**config.mk**
```make
export PLATFORM = sky130hd
export DESIGN_NAME = fifo_uart_tx
export DESIGN_NICKNAME = d
export VERILOG_FILES = /design/src/rtl/uart_pkg.sv /design/src/rtl/baud_tick_gen.sv /design/src/rtl/fifo_uart_tx.sv
export SDC_FILE = /design/constraint.sdc
export NUM_CORES = 1
export LEC_CHECK = 0
export CORE_MARGIN = 1.5
export CORE_UTILIZATION = 40
export CTS_BUF_LIST = sky130_fd_sc_hd__clkbuf_4
export CTS_CLUSTER_DIAMETER = 60
export DETAILED_ROUTE_END_ITERATION = 10
export SYNTH_ARGS = -nofsm -noshare
export SYNTH_HDL_FRONTEND = slang
export SYNTH_SLANG_ARGS = --single-unit
```
**constraint.sdc**
```tcl
create_clock -name clk -period 1.75 [get_ports clk]
set_clock_uncertainty 0.1 [all_clocks]
set_input_delay 0.525 -clock clk [delete_from_list [all_inputs] [get_ports clk]]
set_output_delay 0.525 -clock clk [all_outputs]
set_load 0.005 [all_outputs]
```
**src/rtl/uart_pkg.sv**
```systemverilog
// rtl/uart_pkg.sv - shared UART state encodings and default timing constants
package uart_pkg;

    localparam logic [1:0] ST_IDLE  = 2'd0;
    localparam logic [1:0] ST_START = 2'd1;
    localparam logic [1:0] ST_DATA  = 2'd2;
    localparam logic [1:0] ST_STOP  = 2'd3;

    localparam int DATA_BITS          = 8;
    localparam int OVERSAMPLE_DEFAULT = 16;
    localparam int BAUD_DIV_DEFAULT   = 651;

endpackage

```
**src/rtl/baud_tick_gen.sv**
```systemverilog
// rtl/baud_tick_gen.sv - oversample tick divider, held at zero while disabled
module baud_tick_gen
    import uart_pkg::*;
#(
    parameter int BAUD_DIV = BAUD_DIV_DEFAULT
) (
    input  logic clk,
    input  logic rst,
    input  logic en,
    output logic tick
);

    localparam int              DIV_W    = (BAUD_DIV > 1) ? $clog2(BAUD_DIV) : 1;
    localparam logic [DIV_W-1:0] DIV_LAST = DIV_W'(BAUD_DIV - 1);

    logic [DIV_W-1:0] div_cnt;

    assign tick = en && (div_cnt == DIV_LAST);

    // Clearing while disabled aligns every bit period to the frame's first edge.
    always_ff @(posedge clk or posedge rst) begin
        if (rst) begin
            div_cnt <= '0;
        end else if (!en || (div_cnt == DIV_LAST)) begin
            div_cnt <= '0;
        end else begin
            div_cnt <= div_cnt + 1'b1;
        end
    end

endmodule

```
**src/rtl/fifo_uart_tx.sv**
```systemverilog
// rtl/fifo_uart_tx.sv - drains a byte FIFO and serializes each byte as 8N1, LSB first
module fifo_uart_tx
    import uart_pkg::*;
#(
    parameter int BAUD_DIV   = BAUD_DIV_DEFAULT,
    parameter int OVERSAMPLE = OVERSAMPLE_DEFAULT
) (
    input  logic       clk,
    input  logic       rst,
    input  logic       fifo_empty,
    input  logic [7:0] fifo_rdata,
    output logic       fifo_pop,
    output logic       tx,
    output logic       tx_busy,
    output logic       tx_done
);

    localparam int                TICK_W    = (OVERSAMPLE > 1) ? $clog2(OVERSAMPLE) : 1;
    localparam logic [TICK_W-1:0] TICK_LAST = TICK_W'(OVERSAMPLE - 1);
    localparam logic [2:0]        BIT_LAST  = 3'(DATA_BITS - 1);

    logic [1:0]           state, state_n;
    logic [DATA_BITS-1:0] shift, shift_n;
    logic [TICK_W-1:0]    tick_cnt, tick_cnt_n;
    logic [2:0]           bit_cnt, bit_cnt_n;
    logic                 tick, bit_end, baud_en, done_n, tx_n;

    assign baud_en  = (state != ST_IDLE);
    assign tx_busy  = baud_en;
    assign fifo_pop = (state == ST_IDLE) && !fifo_empty;
    assign bit_end  = tick && (tick_cnt == TICK_LAST);

    baud_tick_gen #(.BAUD_DIV(BAUD_DIV)) u_baud (
        .clk  (clk),
        .rst  (rst),
        .en   (baud_en),
        .tick (tick)
    );

    always_comb begin
        state_n    = state;
        shift_n    = shift;
        tick_cnt_n = tick_cnt;
        bit_cnt_n  = bit_cnt;
        done_n     = 1'b0;
        if (tick) begin
            tick_cnt_n = bit_end ? '0 : tick_cnt + 1'b1;
        end
        case (state)
            ST_IDLE: begin
                tick_cnt_n = '0;
                bit_cnt_n  = '0;
                if (fifo_pop) begin
                    shift_n = fifo_rdata;
                    state_n = ST_START;
                end
            end
            ST_START: begin
                if (bit_end) begin
                    state_n   = ST_DATA;
                    bit_cnt_n = '0;
                end
            end
            ST_DATA: begin
                if (bit_end) begin
                    shift_n = {1'b0, shift[DATA_BITS-1:1]};
                    if (bit_cnt == BIT_LAST) begin
                        state_n   = ST_STOP;
                        bit_cnt_n = '0;
                    end else begin
                        bit_cnt_n = bit_cnt + 1'b1;
                    end
                end
            end
            ST_STOP: begin
                if (bit_end) begin
                    state_n = ST_IDLE;
                    done_n  = 1'b1;
                end
            end
            default: state_n = ST_IDLE;
        endcase
    end

    // tx follows the next state so the start bit appears on the popping edge.
    always_comb begin
        tx_n = 1'b1;
        if (state_n == ST_START) begin
            tx_n = 1'b0;
        end else if (state_n == ST_DATA) begin
            tx_n = shift_n[0];
        end
    end

    always_ff @(posedge clk or posedge rst) begin
        if (rst) begin
            state    <= ST_IDLE;
            shift    <= '0;
            tick_cnt <= '0;
            bit_cnt  <= '0;
            tx       <= 1'b1;
            tx_done  <= 1'b0;
        end else begin
            state    <= state_n;
            shift    <= shift_n;
            tick_cnt <= tick_cnt_n;
            bit_cnt  <= bit_cnt_n;
            tx       <= tx_n;
            tx_done  <= done_n;
        end
    end

endmodule
```
==> run summary <==
The detailed-route wire length per cell is roughly 13 um. The detail-routed via count per cell came out at slightly above 5. The tightest slew margin relative to the limit is 76.45%. The kind of end point of the critical path is an output port. The power density over cell area is around 850 nW/um^2.

In this run the vertical extent of the chip is 63.42 um. 0 antenna diodes ended up in the layout. The checks that failed: setup timing. Overall power consumption after layout is estimated at 1677 uW.

The DRC violation count after routing is 0. The sequential standard cell area is 729.5 um^2. The total count of max-transition violations in the final report is 0.

Entering global routing, the biggest net connects 18 pins. The fill cell instance count of the final layout is 302. The number of different library cells used by synthesis comes to 39. The number of clock sinks came out at 29. The share of flip-flops with an asynchronous set or reset is 100.0%.

The peak supply drop is about 0.55 mV. The cell sitting at the root of the clock tree is a clkbuf_4. The path class of the tightest hold or removal check is flip-flop to flip-flop. The worst setup path is launched from a flip-flop. The clock network is responsible for between 20 and 30% of the overall power. Internal power comes to 1173 uW. The total via count after detailed routing came out at ~1,200. The net switching power figure came out at 504.5 uW. Summing every instance area after synthesis gives around 1500 um^2. The setup path with the least slack is of type flip-flop to output port. The H-tree depth is 2. Sequential cells account for 50.5% of the total power. The predominant post-synthesis flop cell is dfrtp_1. The source-to-sink clock delay at the later pin of the worst-skew pair came out at 340 ps. The sequential share of the synthesized area came out at 49.79%. The maximum fanout along the worst path is 3. The die outline area is 4022 um^2. The TritonCTS buffer count came out at 5. The area taken by multi-input logic gates is 749.5 um^2.

From left edge to right edge, the die measures around 63 um. Synthesis produced 141 cells. For this run, the post-layout net count is 199. The number of standard-cell rows in the floorplan is 21.

The share of power burned in combinational logic came out at 24.4%. The ratio of cells with drive above 1 in the final layout is 30.98%. The number of global-route vias before repair is 1,148. The count of synthesis-stage warnings from yosys came out at 0. Setup repair after global routing could not meet its margin everywhere.

The number of failing hold endpoints at the final stage came out at 0. The area of the placeable core is 3416 um^2. Setup violations remaining at the end of the flow were counted as 4. The final weighted congestion in routability-driven placement came out at 0.7868. The initial standard-cell utilization of the core is 42.75%.

The clock slew seen by the registers of the worst setup and hold paths is 90 ps. Data arrives at the worst endpoint at 1180 ps. The overall fraction of global-route tracks in use is 16.86%.

Derived from the worst setup path, the maximum achievable clock frequency is 554.3 MHz. Summed over all layers, the global routing overflow is 0. The number of nets in the synthesized netlist came out at 157. The count of flip-flops with a built-in enable after synthesis is 0. The first-pass detailed-route iteration total is 4. The clock tree from TritonCTS is done. The half-perimeter wire length after detailed placement came out at 2.151 mm. The mean instance size in the synthesized netlist came out at ~10 um^2. Counting flops and latches in the post-synthesis netlist gives 29. The utilization after layout is 57.51%. The area growth from synthesis to final layout came out at 34.53%.

The number of maximum-capacitance constraint violations came out at 0. The slack of the critical path is -54.10 ps. The run finished, with violations left.

The number of buffers on the longest clock path came out at 2. The initial antenna violation count is 0. The detailed-route wire length came out at 3.009 mm. After layout, the minimum clock period comes to 1804 ps. The worst path required time is 1120 ps. Buffers inserted to repair hold after CTS numbered 0. The ratio of final minimum period to clock period came out at 103.1%. The switching portion of total power is between 30% and 40%. The first global-routing pass estimated slightly above 5 mm of wire. The count of buffers inserted at the top-level ports is 14. In this run, the number of DRC markers left after iteration 0 of detailed routing was 33. The remaining number of nets flagged by the antenna check after routing came out at 0. The standby leakage power is 0.0009713 uW. The transition at the pin with the smallest max-transition slack came out at about 350 ps. In this run the count of I/O pins placed on the die edge is 15.
## routing by layer
metal	vias up	wire length [um]	GRT usage (%)
met5	-	0	0
met4	0	30	6.522
met3	4	97	5.893
met2	15	1499	26.58
met1	560	1381	21.22
li1	579	-	-
## kinds of logic (layout without fill, tap and decap cells)
kind of cell,count (synthesis),after routing,share of synthesized area (%)
compound gates,30,30,15.08
xor+xnor,10,10,5.998
fa+ha+maj,6,6,4.970
buf+inv,12,55,3.513
flops,29,29,49.79
simple gates,54,54,20.65
## power groups by stage
stage          Combinational (uW)  Sequential [uW]  Clock [uW]
5_1_grt                       467              862         468
4_1_cts                       405              847         438
3_5_place_dp                  385              860           0
3_3_place_gp                  373              856           0
2_1_floorplan                 207              866           0
6_report                      409              846         423
## placed cells by master, fill, tap and decap left out, drive strengths merged, types with 3 or more instances in the layout
master         count
a21o               6
ha                 5
nor2              19
a22o               8
nand3              5
a21oi              7
nand4              3
and3               5
nand2             10
buf               26
dfrtp             28
clkbuf             7
inv                9
clkdlybuf4s50      9
xnor2              6
xor2               4
nor3               5
## flip-flops by register name (all words and copies together), names as in the netlist
name and flops:
u_baud.div_cnt 10, shift 8, tick_cnt 4, bit_cnt 3
state 2, tx 1, tx_done 1
## cell usage after synthesis, types with 2 or more instances
cell / number / area (um^2)
xor2_1: 4 / 35.03
dfrtp_1: 28 / 700.7
inv_1: 8 / 30.03
a21oi_1: 7 / 35.03
a22o_1: 8 / 70.07
and2_1: 2 / 12.51
ha_1: 5 / 62.56
nand3_1: 5 / 25.02
nand4_1: 2 / 12.51
and3_1: 5 / 31.28
buf_2: 2 / 10.01
xnor2_1: 6 / 52.55
nor2_1: 17 / 63.81
a21o_1: 6 / 45.04
nand2_1: 10 / 37.54
nor3_1: 3 / 15.01
## final timing paths
| path | from | end | slack [ps] | cells past startpoint |
|---|---|---|---|---|
| max | state[1] | tx_busy | -50 | 4 |
| min | shift[3] | shift[3] | 390 | 1 |
| max in group asynchronous | rst | tx | 910 | 3 |
| min reg2reg | shift[3] | shift[3] | 390 | 1 |
| min in group asynchronous | rst | u_baud.div_cnt[8] | 400 | 3 |
| max reg2reg | u_baud.div_cnt[0] | tx | -50 | 8 |
## metrics by stage
stage | hold WS (ps) | instance area (um^2) | worst slack, ps | std cells | setup TNS [ps]
2_1_floorplan | 349.1 | 1460 | 36.37 | 141 | 0
3_3_place_gp | 360.7 | 1813 | -483.9 | 221 | -1306
3_5_place_dp | 369.9 | 1813 | -472.3 | 221 | -1370
4_1_cts | 389.5 | 1903 | -81.00 | 230 | -153.0
5_1_grt | 405.0 | 1964 | -145.2 | 230 | -1311
6_report | 387.4 | 1964 | -54.10 | 230 | -135.7
## timing repair
item                       4_1_cts  5_1_grt
setup buffers                    1        0
setup endpoints to repair        7       24
pin swaps                        3        2
cloned                           0        1
resized for setup               21       19
## critical path, cell delays in order, from the launching register on
cell and delay [ps]:
dfrtp_2 450, nor2_8 130, inv_4 50, buf_6 120
buf_6 100
## cell type report
cell class	instances	area share (%)
clock buffers	7	2.675
clock inverters	1	0.1911
inverters	9	1.847
multi-input cells	100	38.15
flip-flops and latches	29	37.13
well taps	46	2.930
repair buffers	38	17.07
No activity file was read; power rests on OpenSTA's default activity.
